$ cat config.mk
export PLATFORM = sky130hd
export DESIGN_NAME = i2c_write_master
export DESIGN_NICKNAME = d
export VERILOG_FILES = /design/src/rtl/i2c_pkg.sv /design/src/rtl/i2c_write_master_bit_timer.sv /design/src/rtl/i2c_write_master.sv
export SDC_FILE = /design/constraint.sdc
export NUM_CORES = 1
export LEC_CHECK = 0
export CAP_MARGIN = 10
export CORE_AREA = 2 2 94 96
export DETAILED_ROUTE_END_ITERATION = 16
export DIE_AREA = 0 0 96 98
export RECOVER_POWER = 25
export SLEW_MARGIN = 20
export SYNTH_ARGS = -nofsm -noshare
export SYNTH_HDL_FRONTEND = slang
export SYNTH_SLANG_ARGS = --single-unit
$ cat constraint.sdc
create_clock -name clk -period 1.6 [get_ports clk]
set_input_delay 0.32 -clock clk [delete_from_list [all_inputs] [get_ports clk]]
set_output_delay 0.32 -clock clk [all_outputs]
set_load 0.005 [all_outputs]
$ cat src/rtl/i2c_pkg.sv
// Shared types and constants for the I2C register-write engine.
package i2c_pkg;

    typedef enum logic [3:0] {
        ST_IDLE,
        ST_START,
        ST_ADDR,
        ST_ACK1,
        ST_REG,
        ST_ACK2,
        ST_DATA,
        ST_ACK3,
        ST_STOP,
        ST_DONE
    } state_t;

    localparam logic [1:0] PH_SETUP  = 2'd0;
    localparam logic [1:0] PH_RISE   = 2'd1;
    localparam logic [1:0] PH_SAMPLE = 2'd2;
    localparam logic [1:0] PH_FALL   = 2'd3;

    localparam logic        RW_WRITE        = 1'b0;
    localparam int unsigned BYTES_PER_WRITE = 3;

    // Bus levels for a given state/phase, returned as {scl, sda_oe}.
    function automatic logic [1:0] bus_drive(state_t st, logic [1:0] ph, logic bit_v);
        logic scl_hi;
        scl_hi = (ph == PH_RISE) || (ph == PH_SAMPLE);
        case (st)
            ST_START: begin
                if (ph == PH_SETUP)     bus_drive = 2'b10;
                else if (ph == PH_FALL) bus_drive = 2'b01;
                else                    bus_drive = 2'b11;
            end
            ST_ADDR, ST_REG, ST_DATA: bus_drive = {scl_hi, ~bit_v};
            ST_ACK1, ST_ACK2, ST_ACK3: bus_drive = {scl_hi, 1'b0};
            ST_STOP: begin
                if (ph == PH_SETUP)     bus_drive = 2'b01;
                else if (ph == PH_RISE) bus_drive = 2'b11;
                else                    bus_drive = 2'b10;
            end
            default: bus_drive = 2'b10;
        endcase
    endfunction

endpackage

$ cat src/rtl/i2c_write_master_bit_timer.sv
// Quarter-bit phase counter and bit-within-byte counter for the I2C write engine.
module i2c_bit_timer
    import i2c_pkg::*;
(
    input  logic       clk_i,
    input  logic       rst_i,
    input  logic       load_i,
    input  logic       bit_en_i,
    output logic [1:0] phase_o,
    output logic [1:0] phase_next_o,
    output logic       last_phase_o,
    output logic       last_bit_o
);

    logic [1:0] phase_q, phase_d;
    logic [2:0] bit_q, bit_d;

    assign last_phase_o = (phase_q == PH_FALL);
    assign last_bit_o   = (bit_q == 3'd7);
    assign phase_o      = phase_q;
    assign phase_next_o = phase_d;

    always_comb begin
        phase_d = load_i ? PH_SETUP : phase_q + 2'd1;
        bit_d   = bit_q;
        if (load_i)
            bit_d = '0;
        else if (bit_en_i && last_phase_o)
            bit_d = bit_q + 3'd1;
    end

    always_ff @(posedge clk_i or posedge rst_i) begin
        if (rst_i) begin
            phase_q <= '0;
            bit_q   <= '0;
        end else begin
            phase_q <= phase_d;
            bit_q   <= bit_d;
        end
    end

endmodule

$ cat src/rtl/i2c_write_master.sv
// Single register write over I2C: START, {addr,W}, reg, data with ACK slots, STOP.
module i2c_write_master
    import i2c_pkg::*;
#(
    parameter bit ACK_CHECK = 1'b1
) (
    input  logic       clk,
    input  logic       rst,
    input  logic       start,
    input  logic [6:0] dev_addr,
    input  logic [7:0] reg_addr,
    input  logic [7:0] wdata,
    output logic       busy,
    output logic       done,
    output logic       ack_err,
    output logic       scl,
    output logic       sda_oe,
    input  logic       sda_in
);

    state_t     state_q, state_d;
    logic [7:0] shreg_q, shreg_d;
    logic [7:0] reg_q, reg_d;
    logic [7:0] wdata_q, wdata_d;
    logic       nack_q, nack_d;
    logic       ack_err_q, ack_err_d;
    logic       scl_q, sda_oe_q, busy_q, done_q;

    logic [1:0] phase, phase_next, drive_d;
    logic       last_phase, last_bit, load, bit_en;

    assign load   = (state_q == ST_IDLE) || (state_q == ST_DONE);
    assign bit_en = (state_q == ST_ADDR) || (state_q == ST_REG) || (state_q == ST_DATA);

    i2c_bit_timer u_timer (
        .clk_i        (clk),
        .rst_i        (rst),
        .load_i       (load),
        .bit_en_i     (bit_en),
        .phase_o      (phase),
        .phase_next_o (phase_next),
        .last_phase_o (last_phase),
        .last_bit_o   (last_bit)
    );

    always_comb begin
        state_d   = state_q;
        shreg_d   = shreg_q;
        reg_d     = reg_q;
        wdata_d   = wdata_q;
        nack_d    = nack_q;
        ack_err_d = ack_err_q;
        case (state_q)
            ST_IDLE: begin
                if (start) begin
                    shreg_d   = {dev_addr, RW_WRITE};
                    reg_d     = reg_addr;
                    wdata_d   = wdata;
                    ack_err_d = 1'b0;
                    state_d   = ST_START;
                end
            end
            ST_START: if (last_phase) state_d = ST_ADDR;
            ST_ADDR, ST_REG, ST_DATA: begin
                if (last_phase) begin
                    shreg_d = {shreg_q[6:0], 1'b0};
                    if (last_bit) begin
                        case (state_q)
                            ST_ADDR: state_d = ST_ACK1;
                            ST_REG:  state_d = ST_ACK2;
                            default: state_d = ST_ACK3;
                        endcase
                    end
                end
            end
            ST_ACK1, ST_ACK2, ST_ACK3: begin
                if (phase == PH_SAMPLE) nack_d = sda_in;
                if (last_phase) begin
                    if (ACK_CHECK && nack_q) begin
                        ack_err_d = 1'b1;
                        state_d   = ST_STOP;
                    end else begin
                        case (state_q)
                            ST_ACK1: begin shreg_d = reg_q;   state_d = ST_REG;  end
                            ST_ACK2: begin shreg_d = wdata_q; state_d = ST_DATA; end
                            default: state_d = ST_STOP;
                        endcase
                    end
                end
            end
            ST_STOP: if (last_phase) state_d = ST_DONE;
            ST_DONE: state_d = ST_IDLE;
            default: state_d = ST_IDLE;
        endcase
    end

    // Outputs are registered from the next state/phase so they line up with state_q.
    assign drive_d = bus_drive(state_d, phase_next, shreg_d[7]);

    always_ff @(posedge clk or posedge rst) begin
        if (rst) begin
            state_q   <= ST_IDLE;
            shreg_q   <= '0;
            reg_q     <= '0;
            wdata_q   <= '0;
            nack_q    <= 1'b0;
            ack_err_q <= 1'b0;
            scl_q     <= 1'b1;
            sda_oe_q  <= 1'b0;
            busy_q    <= 1'b0;
            done_q    <= 1'b0;
        end else begin
            state_q   <= state_d;
            shreg_q   <= shreg_d;
            reg_q     <= reg_d;
            wdata_q   <= wdata_d;
            nack_q    <= nack_d;
            ack_err_q <= ack_err_d;
            scl_q     <= drive_d[1];
            sda_oe_q  <= drive_d[0];
            busy_q    <= (state_d != ST_IDLE);
            done_q    <= (state_d == ST_DONE);
        end
    end

    assign scl     = scl_q;
    assign sda_oe  = sda_oe_q;
    assign busy    = busy_q;
    assign done    = done_q;
    assign ack_err = ack_err_q;

endmodule

==> results.sh <==
export IMPL_synth_seq_cells=39
export IMPL_final_setup_viol_count=18
export IMPL_dominant_delay_contributor_by_cell_family_on_the_critical_path="compound AO/OA/AOI/OAI gates"
export IMPL_layout_drive_gt1_share_pct=41.09
export IMPL_postSynthAreaPerCell_sq_um=11.13
export IMPL_route_detailed_wl_per_inst_um=13.72
export IMPL_port_buffer_count=31
export IMPL_hold_path_startpoint="shreg_q[2]"
export IMPL_dieArea_sq_um=9408
export IMPL_failed_checks="setup timing"
export IMPL_power_per_cell_area_nw_per_um2=1719
export IMPL_flow_area_growth_from_synthesis_pct=50.82
export IMPL_power_ir_vdd_worst_mv=0.5154
export IMPL_number_of_cells_produced_by_synthesis=184
export IMPL_dpl_worst_slack_ps=-340.4
export IMPL_total_routed_wirelength_um=5022
export IMPL_dominantRegCellSynth="dfrtp_1"
export IMPL_relSlewSlack_pct=54.80
export IMPL_grt_max_degree=28
export IMPL_fin_worst_hold_slack_ps=491.0
export IMPL_worst_skew_pair_late_latency_ps=290
export IMPL_yosys_warnings=0
export IMPL_clock_tree_from_tritoncts="built"
export IMPL_postRouteAntennaNets=0
export IMPL_syn_area_sq_um=2048
export IMPL_design_power_total_w=0.005311
export IMPL_critical_path_max_stage_delay_ps=480
export IMPL_die_height_um=98
export IMPL_post_route_util_pct=36.49
export IMPL_critical_path_start_end_classification="register to register"
export IMPL_outcome="finished with violations"
export IMPL_worst_slew_pin_transition_ps=677.9
export IMPL_mappedNetlistNets=219
export IMPL_critical_path_buf_inv_count=1
export IMPL_grt_overflow_total=0
export IMPL_setup_slack_ps=-109.9
export IMPL_total_routing_resource_utilization_after_global_routing_pct=11.06
export IMPL_max_h_tree_level=2
export IMPL_n_antenna_cell=0
export IMPL_die_w_um=96
export IMPL_post_dp_cell_area_sq_um=2743
export IMPL_nNetsFinal=292
export IMPL_rsz0062_at_grt="yes"
export IMPL_finalWorstPathRequiredPeriod_ps=1710
export IMPL_max_cap_violations=0
export IMPL_ff2ff_setup_slack_ps=-110
export IMPL_detail_route_drc_violations=0
export IMPL_routed_via_count=1712
export IMPL_worstPathCellList="buf_12, maj3_2, a31oi_4, nor2_2, o311ai_2, o221ai_1"
export IMPL_leakage_power_total_nw=1.329
export IMPL_routability_cong=0.8238
export IMPL_number_of_antenna_violations_at_the_first_check_in_global_routing=0
export IMPL_first_global_vias=1711
export IMPL_fp_row_count=34
export IMPL_clkSinkCount=39
export IMPL_stdcell_area_sq_um=3089
export IMPL_ys_seq_area_share_pct=47.71
export IMPL_maxSlewViolCount=0
export IMPL_critPathCaptureType="register"
export IMPL_top_level_ports=32
export IMPL_synth_largest_area_cell="dfrtp_1"
export IMPL_clockBufferDepth=2
export IMPL_async_flop_share_pct=100.0
export IMPL_synthDominantCellAreaShare_pct=46.43
export IMPL_r2r_cells=6
export IMPL_critPathLaunchType="register"
export IMPL_cts_root_buffer_cell="clkbuf_8"
export IMPL_distinct_cell_type_count_of_the_synthesized_netlist=43
export IMPL_critical_path_required_ps=1800
export IMPL_place_detailed_hpwl_um=3517
export IMPL_post_route_period_util_pct=106.9
export IMPL_fin_worst_skew_ps=8.349
export IMPL_synth_edff_count=0
export IMPL_initial_core_util_pct=24.19
export IMPL_synthTopCellsByArea="dfrtp_1 (46%), mux2_2 (9.9%), ha_1 (4.9%), o221ai_1 (3.8%), a31oi_1 (3.1%)"
export IMPL_core_area_sq_um=8466
export IMPL_critPathSlowestCell="dfrtp_2"
export IMPL_hold_path_depth=2
export IMPL_hold_violations=0
export IMPL_timing_hold_worst_class="register to register"
export IMPL_r2r_end="scl"
export IMPL_cts_buffers=5
export IMPL_detail_routed_via_count_per_cell=4.678
export IMPL_worst_case_hold_path_end_point="shreg_q[2]"
export IMPL_nFillCells=821
export IMPL_drt_first_pass_iters=4
export IMPL_grt_first_pass_wirelength_um=8128
export IMPL_fmax_ghz=0.5848
export IMPL_crit_cells=6
export IMPL_clock_slew_seen_by_the_registers_of_the_worst_setup_and_hold_paths_ps=80
export IMPL_drt_initial_violations=131
export IMPL_worst_path_max_fanout=7
export IMPL_r2r_start="state_q[1]"
export IMPL_cp_arrival_ps=1910
## worst reg2reg max path, stage by stage, from the launching register on
cell      delay (ps)
dfrtp_2          480
buf_12           160
maj3_2           330
a31oi_4          170
nor2_2            60
o311ai_2         260
o221ai_1         150
## cell type report
type	count	area (sq um)	share of cell area [%]
clock buffer	5	68.82	2.228
clock inverter	3	43.79	1.418
inverter	8	30.03	0.9721
multi-input combinational	126	1147	37.14
sequential	39	980.9	31.75
tap	108	135.1	4.374
timing repair buffer	77	683.2	22.11
## worst max path at each step
stage	endpoint	slack [ps]	from
CTS	scl	-120	state_q[1]
finish	scl	-110	state_q[1]
global placement	scl	-330	start
detailed placement	shreg_q[1]	-340	start
global route	scl	-170	state_q[1]
floorplan	scl	-40	state_q[1]
## state kept, by name (all words and copies together) (netlist names)
signal	count
ack_err	1
busy	1
done	1
nack_q	1
reg_q	8
scl	1
sda_oe	1
shreg_q	8
state_q	4
u_timer.bit_q	3
u_timer.phase_o	2
wdata_q	8
## repair_timing
| action | CTS | global route |
|---|---|---|
| pin swaps | 8 | 10 |
| hold buffers | 0 | 0 |
| gates resized for setup | 21 | 22 |
| setup buffers | 4 | 5 |
| setup endpoints to repair | 28 | 31 |
| endpoints found under the hold margin | 0 | 0 |
| cloned | 0 | 0 |
## synth_stat cells, drive strengths merged (2+ instances only)
master,instances
dfrtp,38
mux2,18
nand2,14
a31oi,10
o221ai,9
ha,8
inv,8
a22oi,7
nor2,7
and3,6
buf,6
nand3,6
a21oi,5
clkbuf,5
o21ai,5
nor2b,4
nand2b,3
nor3,3
a22o,2
nor3b,2
or2,2
## layout by cell type, fill, tap and decap left out, drive strengths merged, types with 3 or more instances in the layout
cell	n
a21oi	5
a22oi	7
a31oi	10
and3	6
buf	44
clkbuf	7
clkdlybuf4s50	28
dfrtp	38
ha	8
inv	8
mux2	18
nand2	14
nand2b	3
nand3	6
nor2	7
nor2b	4
nor3	3
o21ai	5
o221ai	9
## through the flow
stage | TNS (ps) | std cells
after floorplan | -40.29 | 184
after global placement | -4798 | 349
after detailed placement | -4829 | 349
after CTS | -244.8 | 361
after global routing | -2407 | 366
final | -662.8 | 366
## cell families after synthesis
| family | Yosys count | synth area share [%] |
|---|---|---|
| AO/OA/AOI/OAI | 44 | 17.23 |
| XOR/XNOR | 1 | 0.4277 |
| AND/OR/NAND/NOR | 53 | 14.11 |
| adder cells (fa/ha/maj) | 9 | 5.437 |
| buffers and inverters | 19 | 4.704 |
| flip-flops | 39 | 47.71 |
| multiplexers | 19 | 10.38 |
## metal layers
layer  up-vias  share of wire [%]  global-route usage (%)
met5         -                  0                       0
met4         0                1.0                   2.967
met3         7                3.6                   2.083
met2        31                 49                   17.68
met1       849                 47                   15.25
li1        825                  -                       -
## power by group
part	internal (W)	switching, W	total [W]
logic	0.00155	0.00123	0.00278
clock network	0.000464	0.000355	0.000819
registers	0.00142	0.000284	0.00171
total	0.00344	0.00187	0.00531
(Power assumes the default switching activity.)
